`config.mk`:
```
export PLATFORM = sky130hd
export DESIGN_NAME = instr_fetch
export DESIGN_NICKNAME = d
export VERILOG_FILES = /design/src/rtl/instr_fetch.sv
export SDC_FILE = /design/constraint.sdc
export NUM_CORES = 1
export LEC_CHECK = 0
export ABC_AREA = 1
export BUFFER_PORTS_ARGS = -buffer_cell sky130_fd_sc_hd__clkbuf_2
export CORE_MARGIN = 4
export CORE_UTILIZATION = 47
export CTS_BUF_LIST = sky130_fd_sc_hd__clkbuf_4
export CTS_CLUSTER_SIZE = 20
export DETAILED_ROUTE_END_ITERATION = 12
export GPL_TIMING_DRIVEN = 1
export PLACE_DENSITY = 0.78
export SETUP_SLACK_MARGIN = 0.2
export SLEW_MARGIN = 20
export SYNTH_ARGS = -nofsm -noshare
export SYNTH_HDL_FRONTEND = slang
export SYNTH_SLANG_ARGS = --single-unit
```
`constraint.sdc`:
```
create_clock -name clk -period 2.8 [get_ports clk]
set_input_delay 0.56 -clock clk [delete_from_list [all_inputs] [get_ports clk]]
set_output_delay 0.56 -clock clk [all_outputs]
set_load 0.05 [all_outputs]
```
`src/rtl/instr_fetch.sv`:
```
// instr_fetch: PC owner and instruction register with valid/ready handoff to decode
module instr_fetch #(
    parameter int ADDR_W = 8,
    parameter int INSTR_W = 16,
    parameter logic [ADDR_W-1:0] RESET_PC = '0
) (
    input  logic               clk,
    input  logic               rst_n,
    input  logic               fetch_en,
    output logic [ADDR_W-1:0]  rom_addr,
    input  logic [INSTR_W-1:0] rom_data,
    output logic [INSTR_W-1:0] ir,
    output logic [ADDR_W-1:0]  ir_pc,
    output logic               ir_valid,
    input  logic               ir_ready,
    input  logic               redirect_valid,
    input  logic [ADDR_W-1:0]  redirect_pc,
    output logic [ADDR_W-1:0]  pc
);
    typedef enum logic [1:0] {IDLE, RUN, STALL, REDIRECT} state_t;
    state_t state;
    logic load;
    assign rom_addr = pc;
    // REDIRECT behaves like RUN; ir_valid is always 0 there, so it always loads when enabled
    always_comb
        load = !redirect_valid && fetch_en &&
               ((state == RUN || state == REDIRECT) ? (!ir_valid || ir_ready) :
                (state == STALL && ir_ready));
    always_ff @(posedge clk or negedge rst_n)
        if (!rst_n) begin
            pc       <= RESET_PC;
            ir       <= '0;
            ir_pc    <= '0;
            ir_valid <= 1'b0;
            state    <= IDLE;
        end else if (redirect_valid) begin
            pc       <= redirect_pc;
            ir_valid <= 1'b0;
            state    <= REDIRECT;
        end else if (load) begin
            ir       <= rom_data;
            ir_pc    <= pc;
            ir_valid <= 1'b1;
            pc       <= pc + 1'b1;
            state    <= RUN;
        end else begin
            if (ir_ready)
                ir_valid <= 1'b0;
            state <= (!fetch_en && (state != STALL || ir_ready)) ? IDLE :
                     (state == IDLE) ? RUN : STALL;
        end
endmodule

```
==> results.ini, run 1 <==
[timing]
fin_crit_sh = 0.630
hold_violations = 0
max_slew_margin = 0.435
fmax_mhz = 567
final.setup.tns_ps = 0
finClkSkew_ps = 8.65
min_period_ps = 1760
tightest_slew_ps = 847
fin_ws_ps = 1040
timing.hold.ws_ps = 299
slew_viol_final = 0
rsz0062_at_grt = no
setup_viol = 0

[setup_path]
critical_path.max_stage_delay_ps = 520
endpoint_kind = output pin
criticalPathCategory = reg -> out
cp.buffers_inverters = 1
crit_family = flip-flops
crit_arrival_ps = 1200
ff2ff_path_depth = 6
rr_startpoint = state[0]$_DFF_PN0_
worstPathRequired_ps = 2240
start_kind = flop
cp_max_fo = 9
r2r_setup_slack_ps = 1430
rr_endpoint = pc[1]$_DFFE_PN0P_
critPathSlowestCell = dfrtp_1
crit_path_cell_trace = clkbuf_2

[synthesis]
synth-edff-count = 0
synth_top_area_frac = 0.535
synth-seq-cells = 35
yosysWarnings = 0
synth_top_cell_by_area = dfrtp_1
synthAdderAreaFrac = 0.00764
syn_area_mm2 = 0.00164
syn_nets = 232
yosysMostFrequentCell = nand2_1
ys_types = 19
synth_area_leaders = dfrtp_1 (53%), nand2_1 (22%), nand3_1 (5.5%), buf_4 (4.1%), o21ai_0 (3.4%)
ys_async_sr_fraction = 1.00
ys_top_cells_by_count = nand2_1 (94), dfrtp_1 (35), nand3_1 (18), o21ai_0 (11), inv_1 (10)
synth_compound_area_frac = 0.0489
muxShareOfSynthArea = 0
avgSynthCellArea_um2 = 8.11
syn_inst = 202
synth_xor_area_frac = 0.0107
ys_seq_area_frac = 0.535
synth_top_family_by_area = simple AND/OR/NAND/NOR gates
synth_top_flop_cell = dfrtp_1
synth-simple-area-share = 0.297

[route]
vias = 1440
wl_per_cell_um = 11.2
ant_nets = 0
via_per_inst = 4.63
drtPass1Iterations = 4
drc = 0
drt_wl_total_um = 3490
drt_iter0_drc = 80

[power]
seq_power_share = 0.371
power_leakage_nw = 1.18
clkPwrFrac = 0.256
p_int_mw = 1.03
peakVddDrop_mv = 0.435
power.switching_mw = 0.771
p_comb_frac = 0.373
powerDensity_mw_per_mm2 = 882
finalPower_mw = 1.80
p_sw_frac = 0.429

[clock_network]
path_clk_slew_ps = 110
cts_buffer_depth = 2
post_cts_buffers = 0
ctsHoldBuffers = 0
cts_tree = done
numCtsBuffers = 5
clkSinkCount = 35
clk_latency_ps = 350
htreeDepth = 2
ctsResizeCount = 0
cts_root_buf = clkbuf_4

[global_route]
grt_overflow = 0
track_usage = 0.172
grt_pass1_wl_um = 5780
antenna_found_initial = 0
grt_pass1_vias = 1356
grt_max_degree = 36

[final_layout]
drive_gt1_frac = 0.313
syn_to_final_growth_pct = 24.6
fin_nets = 294
finalNonFillerCells = 311
antenna_cells = 0

[place]
finalWeightedCongestion = 0.775
place_inst = 303
portBuffers = 69
post-dp-hpwl_um = 2530
place_ws_ps = 1040

[floorplanning]
die_area_mm2 = 0.00449
core-area_mm2 = 0.00336
rows = 21
die-width_um = 67.0
initial_core_util = 0.487
pin_count = 70
die_h_um = 67.0

[outcome]
status = finished, final reports clean

[job]
maxCapViolations = 0

[worst_hold_path]
holdCritPathClass = in -> async

-- stage by stage --
step | utilization | instance area, um2
2_1_floorplan | - | 1640
3_3_place_gp | 0.576 | 1940
3_5_place_dp | 0.576 | 1940
4_1_cts | 0.607 | 2040
5_1_grt | 0.607 | 2040
6_report | 0.607 | 2040
-- cell usage in the layout, fill, tap and decap left out, types with 2 or more instances in the layout --
| master | count |
|---|---|
| a21boi_0 | 2 |
| buf_4 | 2 |
| bufinv_16 | 2 |
| clkbuf_2 | 69 |
| clkbuf_4 | 6 |
| dfrtp_1 | 35 |
| inv_1 | 10 |
| inv_2 | 2 |
| nand2_1 | 94 |
| nand3_1 | 18 |
| nor2_1 | 7 |
| o21ai_0 | 11 |
| xor2_1 | 2 |
-- worst register-to-register path, delay by kind of cell, from the launching register on --
family / cells / cell delay [ps]
compound gates: 1 / 180
buf+inv: 1 / 70
flops: 1 / 370
simple gates: 4 / 720
-- per-layer routing --
layer  wire (um)  GRT usage
met1        1550      0.217
met2        1620      0.270
met3         251     0.0455
met4          66     0.0835
met5           0          0
-- flip-flops by register name (all words and copies together) (netlist names) --
register	cells
state	2
ir_pc	8
ir_valid	1
pc	8
ir	16
-- power by group through the flow --
stage	combinational, mW	sequential [mW]	clock, mW
2_1_floorplan	0.220	0.990	0
3_3_place_gp	0.671	0.678	0
3_5_place_dp	0.679	0.677	0
4_1_cts	0.679	0.668	0.469
5_1_grt	0.719	0.683	0.487
6_report	0.671	0.668	0.460
-- how the worst max path moves through the flow --
stage / from / to / slack (ps) / cells after the start
2_1_floorplan: pc[5]$_DFFE_PN0P_ / rom_addr[5] / 1250 / 1
3_3_place_gp: redirect_valid / pc[2]$_DFFE_PN0P_ / 1070 / 6
3_5_place_dp: redirect_valid / pc[2]$_DFFE_PN0P_ / 1040 / 6
4_1_cts: pc[2]$_DFFE_PN0P_ / pc[2] / 1010 / 1
5_1_grt: pc[2]$_DFFE_PN0P_ / pc[2] / 940 / 1
6_report: pc[2]$_DFFE_PN0P_ / pc[2] / 1040 / 1
-- layout make-up --
| type | count | area [um2] |
|---|---|---|
| clock buffers | 6 | 45.0 |
| clock inverters | 2 | 60.1 |
| fillers | 340 | 1320 |
| inverters | 12 | 45.0 |
| multi-input cells | 139 | 597 |
| flip-flops and latches | 35 | 876 |
| well taps | 46 | 57.6 |
| repair buffers | 71 | 360 |
-- cells by family after synthesis --
family / after synthesis
DFF: 35
buffers and inverters: 28
AOI/OAI and AO/OA: 15
adders and majority gates: 1
xor gates and xnor gates: 2
and+or+nand+nor: 121
Note: power is estimated with default switching activity, not from simulation.
==> inputs of run 2 (changes only) <==
==> constraint.sdc (replaced) <==
create_clock -name clk -period 1.8 [get_ports clk]
set_input_delay 0.36 -clock clk [delete_from_list [all_inputs] [get_ports clk]]
set_output_delay 0.36 -clock clk [all_outputs]
set_load 0.05 [all_outputs]
==> run 2 against run 1 <==
Register-to-register slack got worse by 910 ps. Clock power increased by 54%. Routed wire length increased by 4.9%. Sequential share of layout area decreased by 0.79 points. Worst hold slack got worse by 300 ps. Die area unchanged. Flip-flop and latch count unchanged. Critical endpoint is now pc[1]. Combinational power increased by 58%. Utilization increased by 1.2 points. Via count increased by 2.2%.
==> results.ini, run 2 (same netlist as run 1, synthesis figures left out) <==
[final_layout]
design_area_mm2 = 0.00208  ; +2.0%
fin_nets = 299  ; +1.7%
final_common_cell = nand2_1
drive_gt1_frac = 0.330  ; +0.0164
fin_util = 0.619  ; +0.0123
finalNonFillerCells = 316  ; +1.6%
syn_to_final_growth_pct = 27.1
antenna_cells = 0  ; unchanged
largest_reg_flops = 16  ; unchanged
reg.largest.list = ir x16, ir_pc x8, pc x8
top_register = ir
final_cell_mix = nand2_1 (94), clkbuf_2 (67), dfrtp_1 (34)

[power]
powerDensity_mw_per_mm2 = 1350  ; +53%
power_leakage_nw = 1.20  ; +1.6%
finalPower_mw = 2.81  ; +56%
peakVddDrop_mv = 0.665  ; +53%

[clock_network]
path_clk_slew_ps = 110  ; about the same
numCtsBuffers = 5  ; unchanged
clk_latency_ps = 350  ; about the same
htreeDepth = 2  ; unchanged
post_cts_buffers = 0  ; unchanged
clkSinkCount = 35  ; unchanged
ctsResizeCount = 0  ; unchanged
ctsHoldBuffers = 0  ; unchanged
cts_root_buf = clkbuf_4
cts_tree = done
cts_buffer_depth = 2  ; unchanged

[place]
postPlaceCellArea_mm2 = 0.00197  ; +1.9%
place_inst = 308  ; +1.7%
portBuffers = 69  ; unchanged
place_ws_ps = 224  ; -817 ps
post-dp-hpwl_um = 2800  ; +11%
finalWeightedCongestion = 0.793  ; +2.4%

[timing]
slew_viol_final = 0  ; unchanged
setup_viol = 0  ; unchanged
fin_crit_sh = 0.844
max_slew_margin = 0.585  ; +0.150
finClkSkew_ps = 7.64  ; -1.02 ps
fin_ws_ps = 281  ; -754 ps
rsz0062_at_grt = no
timing.hold.ws_ps = 4.35  ; -295 ps
hold_violations = 0  ; unchanged
tightest_slew_ps = 622  ; -225 ps
final.setup.tns_ps = 0  ; unchanged
min_period_ps = 1520
fmax_mhz = 658

[route]
drt_wl_total_um = 3660  ; +4.9%
drt_iter0_drc = 83  ; +3.8%
via_per_inst = 4.66  ; +0.54%
drc = 0  ; unchanged
wl_per_cell_um = 11.6  ; +3.3%
drtPass1Iterations = 4  ; unchanged
vias = 1471  ; +2.2%
ant_nets = 0  ; unchanged

[global_route]
track_usage = 0.178  ; +0.00617
grt_pass1_vias = 1328  ; -2.1%
antenna_found_initial = 0  ; unchanged
grt_pass1_wl_um = 5910  ; +2.3%
grt_max_degree = 27  ; -25%
grt_overflow = 0  ; unchanged

[setup_path]
crit_arrival_ps = 1160  ; -40 ps
critical_path.max_stage_delay_ps = 490  ; -30 ps
worstPathRequired_ps = 1440  ; -800 ps
critPathSlowestCell = dfrtp_1
start_kind = flop
crit_path_cell_trace = clkbuf_2
criticalPathCategory = reg -> out
cp_max_fo = 7  ; -2
crit_family = flip-flops
cp.buffers_inverters = 1  ; unchanged
r2r_setup_slack_ps = 520  ; -910 ps
endpoint_kind = output pin

[floorplanning]
core-area_mm2 = 0.00336  ; unchanged
die-width_um = 67.0  ; unchanged
initial_core_util = 0.487  ; unchanged
pin_count = 70  ; unchanged
rows = 21  ; unchanged
die_area_mm2 = 0.00449  ; unchanged
die_h_um = 67.0  ; unchanged

[worst_hold_path]
holdCritPathClass = in -> async

[job]
maxCapViolations = 0  ; unchanged

[outcome]
status = finished, final reports clean

run 2: cell count changes in the layout (fill, tap and decap cells not counted), sizes merged:
cell	previous run	this run
clkbuf	75	73
buf	2	8
clkinvlp	0	1
run 2: metal layers:
layer  vias up  share of wire  GRT usage
li1        752              -          -
met1       663           0.44      0.224
met2        52           0.47      0.285
met3         4          0.081     0.0691
met4         0         0.0063     0.0456
met5         -              0          0
run 2: final timing paths:
| check | start | end | depth (start not counted) |
|---|---|---|---|
| worst max-delay path | pc[1]$_DFFE_PN0P_ | pc[1] | 1 |
| worst min-delay path | rst_n | ir_pc[7]$_DFFE_PN0P_ | 1 |
| worst max register to register | state[0]$_DFF_PN0_ | ir[0]$_DFFE_PN0P_ | 7 |
| worst min register to register | ir[4]$_DFFE_PN0P_ | ir[4]$_DFFE_PN0P_ | 2 |
| max in group asynchronous | rst_n | ir[0]$_DFFE_PN0P_ | 2 |
| min in group clk | rom_data[2] | ir[2]$_DFFE_PN0P_ | 3 |
run 2: cell type report:
| type | count | area (um2) |
|---|---|---|
| tap | 46 | 57.6 |
| inverter | 12 | 45.0 |
| multi-input combinational | 139 | 597 |
| clock buffer | 5 | 37.5 |
| sequential | 35 | 877 |
| timing repair buffer | 76 | 400 |
| fill | 331 | 1280 |
| clock inverter | 3 | 67.6 |
run 2: power by group:
part           leakage, nW  internal, mW  switching (mW)  total, mW
combinational        0.717         0.231           0.829       1.06
clock               0.0514         0.432           0.276      0.708
sequential           0.430         0.930           0.112       1.04
==> inputs of run 3 (changes only) <==
--- a/config.mk
+++ b/config.mk
@@ -5,15 +5,15 @@
 export SDC_FILE = /design/constraint.sdc
 export NUM_CORES = 1
 export LEC_CHECK = 0
-export ABC_AREA = 1
+export ABC_AREA = 0
 export BUFFER_PORTS_ARGS = -buffer_cell sky130_fd_sc_hd__clkbuf_2
 export CORE_MARGIN = 4
-export CORE_UTILIZATION = 47
+export CORE_UTILIZATION = 44
 export CTS_BUF_LIST = sky130_fd_sc_hd__clkbuf_4
 export CTS_CLUSTER_SIZE = 20
 export DETAILED_ROUTE_END_ITERATION = 12
 export GPL_TIMING_DRIVEN = 1
-export PLACE_DENSITY = 0.78
+export PLACE_DENSITY = 0.77
 export SETUP_SLACK_MARGIN = 0.2
 export SLEW_MARGIN = 20
 export SYNTH_ARGS = -nofsm -noshare
==> constraint.sdc (replaced) <==
create_clock -name clk -period 1.27 [get_ports clk]
set_input_delay 0.254 -clock clk [delete_from_list [all_inputs] [get_ports clk]]
set_output_delay 0.254 -clock clk [all_outputs]
set_load 0.05 [all_outputs]
==> run 3 against run 2 <==
Worst hold slack improved by 110 ps. The flow now finishes with violations (setup timing). Die area rose by 1.8%. Largest power group unchanged. Count of clock-buffer cells in the layout rose by 2.
==> results.ini, run 3 <==
[place]
place_inst = 249  ; -19%
post-dp-hpwl_um = 3010  ; +7.3%
portBuffers = 69  ; unchanged
finalWeightedCongestion = 0.866  ; +9.1%
place_ws_ps = -257  ; -481 ps

[setup_path]
cp_max_fo = 9  ; +2
start_kind = flop
crit_arrival_ps = 1890  ; +730 ps
criticalPathCategory = reg -> reg
critical_path.max_stage_delay_ps = 400  ; -90 ps
endpoint_kind = flop
crit_path_cell_trace = a21o_2 -> nand2_4 -> nor3b_4 -> buf_4 -> buf_12 -> mux2_2
worstPathRequired_ps = 1510  ; +70 ps
critPathSlowestCell = dfrtp_1

[clock_network]
path_clk_slew_ps = 110  ; about the same
cts_tree = done
clk_latency_ps = 350  ; about the same
numCtsBuffers = 5  ; unchanged
clkSinkCount = 35  ; unchanged
htreeDepth = 2  ; unchanged
cts_buffer_depth = 2  ; unchanged
cts_root_buf = clkbuf_4

[final_layout]
final_cell_mix = buf_4 (33), clkbuf_2 (28), dfrtp_1 (26), buf_8 (26), mux2_2 (18)
final_common_cell = buf_4
top_register = ir
drive_gt1_frac = 0.750  ; +0.420
reg.largest.list = ir x16, ir_pc x8, pc x8
finalNonFillerCells = 286  ; -9.5%
fillCellCount = 113  ; -66%
fin_nets = 269  ; -10%
syn_to_final_growth_pct = 99.4
antenna_cells = 0  ; unchanged
largest_reg_flops = 16  ; unchanged

[synthesis]
syn_inst = 122  ; -40%
syn_area_mm2 = 0.00157  ; -4.4%
ys_top_cells_by_count = dfrtp_1 (35), mux2_2 (24), nand2_1 (10), buf_4 (8), o21ai_0 (7)
synth-edff-count = 0  ; unchanged
syn_nets = 152  ; -34%
ys_types = 29  ; +10
synth_top_cell_by_area = dfrtp_1
synth_top_area_frac = 0.560  ; +0.0248
yosysMostFrequentCell = dfrtp_1
ys_async_sr_fraction = 1.00  ; unchanged
synth_area_leaders = dfrtp_1 (56%), mux2_2 (17%), buf_4 (3.8%), nand2_1 (2.4%), o21ai_0 (2.2%)
synth-seq-cells = 35  ; unchanged
avgSynthCellArea_um2 = 12.8  ; +58%
synth_top_flop_cell = dfrtp_1
yosysWarnings = 0  ; unchanged
ys_seq_area_frac = 0.560  ; +0.0248

[global_route]
grt_pass1_vias = 1550  ; +17%
grt_max_degree = 24  ; -11%
antenna_found_initial = 0  ; unchanged
grt_overflow = 0  ; unchanged
grt_pass1_wl_um = 7770  ; +32%
track_usage = 0.244  ; +0.0660

[power]
power_leakage_nw = 1.46  ; +22%
peakVddDrop_mv = 0.957  ; +44%
finalPower_mw = 4.89  ; +74%
powerDensity_mw_per_mm2 = 1570  ; +16%

[floorplanning]
pin_count = 70  ; unchanged
initial_core_util = 0.462  ; -0.0252
die_h_um = 67.6  ; +0.92%
core-area_mm2 = 0.00339  ; +0.78%
rows = 21  ; unchanged
die_area_mm2 = 0.00458  ; +1.8%
die-width_um = 67.6  ; +0.92%

[timing]
slew_viol_final = 0  ; unchanged
min_period_ps = 1650
hold_violations = 0  ; unchanged
tightest_slew_ps = 392  ; -230 ps
rsz0062_at_grt = yes
setup_viol = 46  ; +46
fin_ws_ps = -384  ; -665 ps
finClkSkew_ps = 9.23  ; +1.59 ps
max_slew_margin = 0.738  ; +0.153
fin_crit_sh = 1.30
fmax_mhz = 604

[route]
wl_per_cell_um = 22.8  ; +97%
drt_iter0_drc = 86  ; +3.6%
vias = 1503  ; +2.2%
drt_wl_total_um = 6510  ; +78%
via_per_inst = 5.26  ; +13%
drc = 0  ; unchanged
drtPass1Iterations = 5  ; +1
ant_nets = 0  ; unchanged

[outcome]
violations = setup timing
status = complete, but fails checks

[worst_hold_path]
holdCritPathClass = in -> reg

[job]
maxCapViolations = 0  ; unchanged

==> run 3: cell types whose count changed in the layout (fill, tap and decap cells not counted), sizes merged, moves of 3 or more <==
| cell | previous run | this run |
|---|---|---|
| nand2 | 95 | 11 |
| buf | 8 | 76 |
| mux2 | 0 | 25 |
| clkbuf | 73 | 51 |
| nand3 | 18 | 1 |
| inv | 12 | 1 |
| nor2 | 8 | 2 |
| o21ai | 12 | 7 |
| a21oi | 1 | 4 |
| nand4 | 0 | 3 |
| nor4 | 0 | 3 |
| xnor2 | 0 | 3 |
==> run 3: critical path: cells and delay by family (launching register included) <==
kind                   cells  cell delay, ps
DFF                        1             400
AOI/OAI and AO/OA          1             180
and+or+nand+nor            2             300
muxes                      1             350
buffers and inverters      2             310
==> run 3: logic make-up (layout without fill, tap and decap cells) <==
group           Yosys count  count (layout)  share of synthesized area
simple gates             27              27                      0.102
compound gates           15              15                     0.0536
fa+ha+maj                 1               1                    0.00799
xor+xnor                  6               6                     0.0336
flops                    35              35                      0.560
buf+inv                  12             130                     0.0575
mux                      26              26                      0.186
==> run 3: final cells by class <==
type,instances,area (um2),share of cell area
clock buffers,7,52.6,0.0168
clock inverters,1,5.00,0.00160
inverters,1,3.75,0.00120
multi-input cells,75,716,0.229
flip-flops and latches,35,890,0.285
well taps,46,57.6,0.0184
repair buffers,121,1400,0.448
==> run 3: worst paths after layout <==
check / slack (ps) / endpoint / depth (start not counted) / start
min: 110 / pc[4]$_DFFE_PN0P_ / 3 / redirect_pc[4]
min reg2reg: 580 / ir[3]$_DFFE_PN0P_ / 1 / ir[3]$_DFFE_PN0P_
max: -380 / ir[4]$_DFFE_PN0P_ / 6 / state[1]$_DFF_PN0_
min in group asynchronous: 340 / ir[1]$_DFFE_PN0P_ / 2 / rst_n
max in group asynchronous: 470 / pc[1]$_DFFE_PN0P_ / 3 / rst_n
max reg2reg: -380 / ir[4]$_DFFE_PN0P_ / 6 / state[1]$_DFF_PN0_
==> run 3: where the power goes <==
part | switching (mW) | internal (mW)
sequential | 0.246 | 1.33
combinational | 1.37 | 1.28
clock | 0.394 | 0.258
total | 2.01 | 2.87
==> run 3: per-layer routing <==
| layer | global-route usage | part of all wire |
|---|---|---|
| met2 | 0.448 | 0.52 |
| met1 | 0.260 | 0.37 |
| met3 | 0.0516 | 0.067 |
| met4 | 0.122 | 0.050 |
| met5 | 0 | 0 |
==> run 3: what timing repair did <==
action                                  in CTS  in global routing
setup buffers                               13                 14
gates resized for setup                    123                 34
gates cloned                                 0                  1
endpoints found under the setup margin      75                 76
pin swaps                                    6                 10
hold buffers                                 1                  0
hold endpoints to repair                    12                  0
==> run 3: per-stage QoR <==
stage	area, um2	util	setup TNS (ps)	hold WS, ps
floorplan	1630	-	-9610	-41.6
finish	3120	0.921	-11830	113
global placement	2140	0.631	-5750	165
CTS	2930	0.864	-7400	115
global route	3120	0.921	-14110	124
detailed placement	2140	0.631	-6760	176
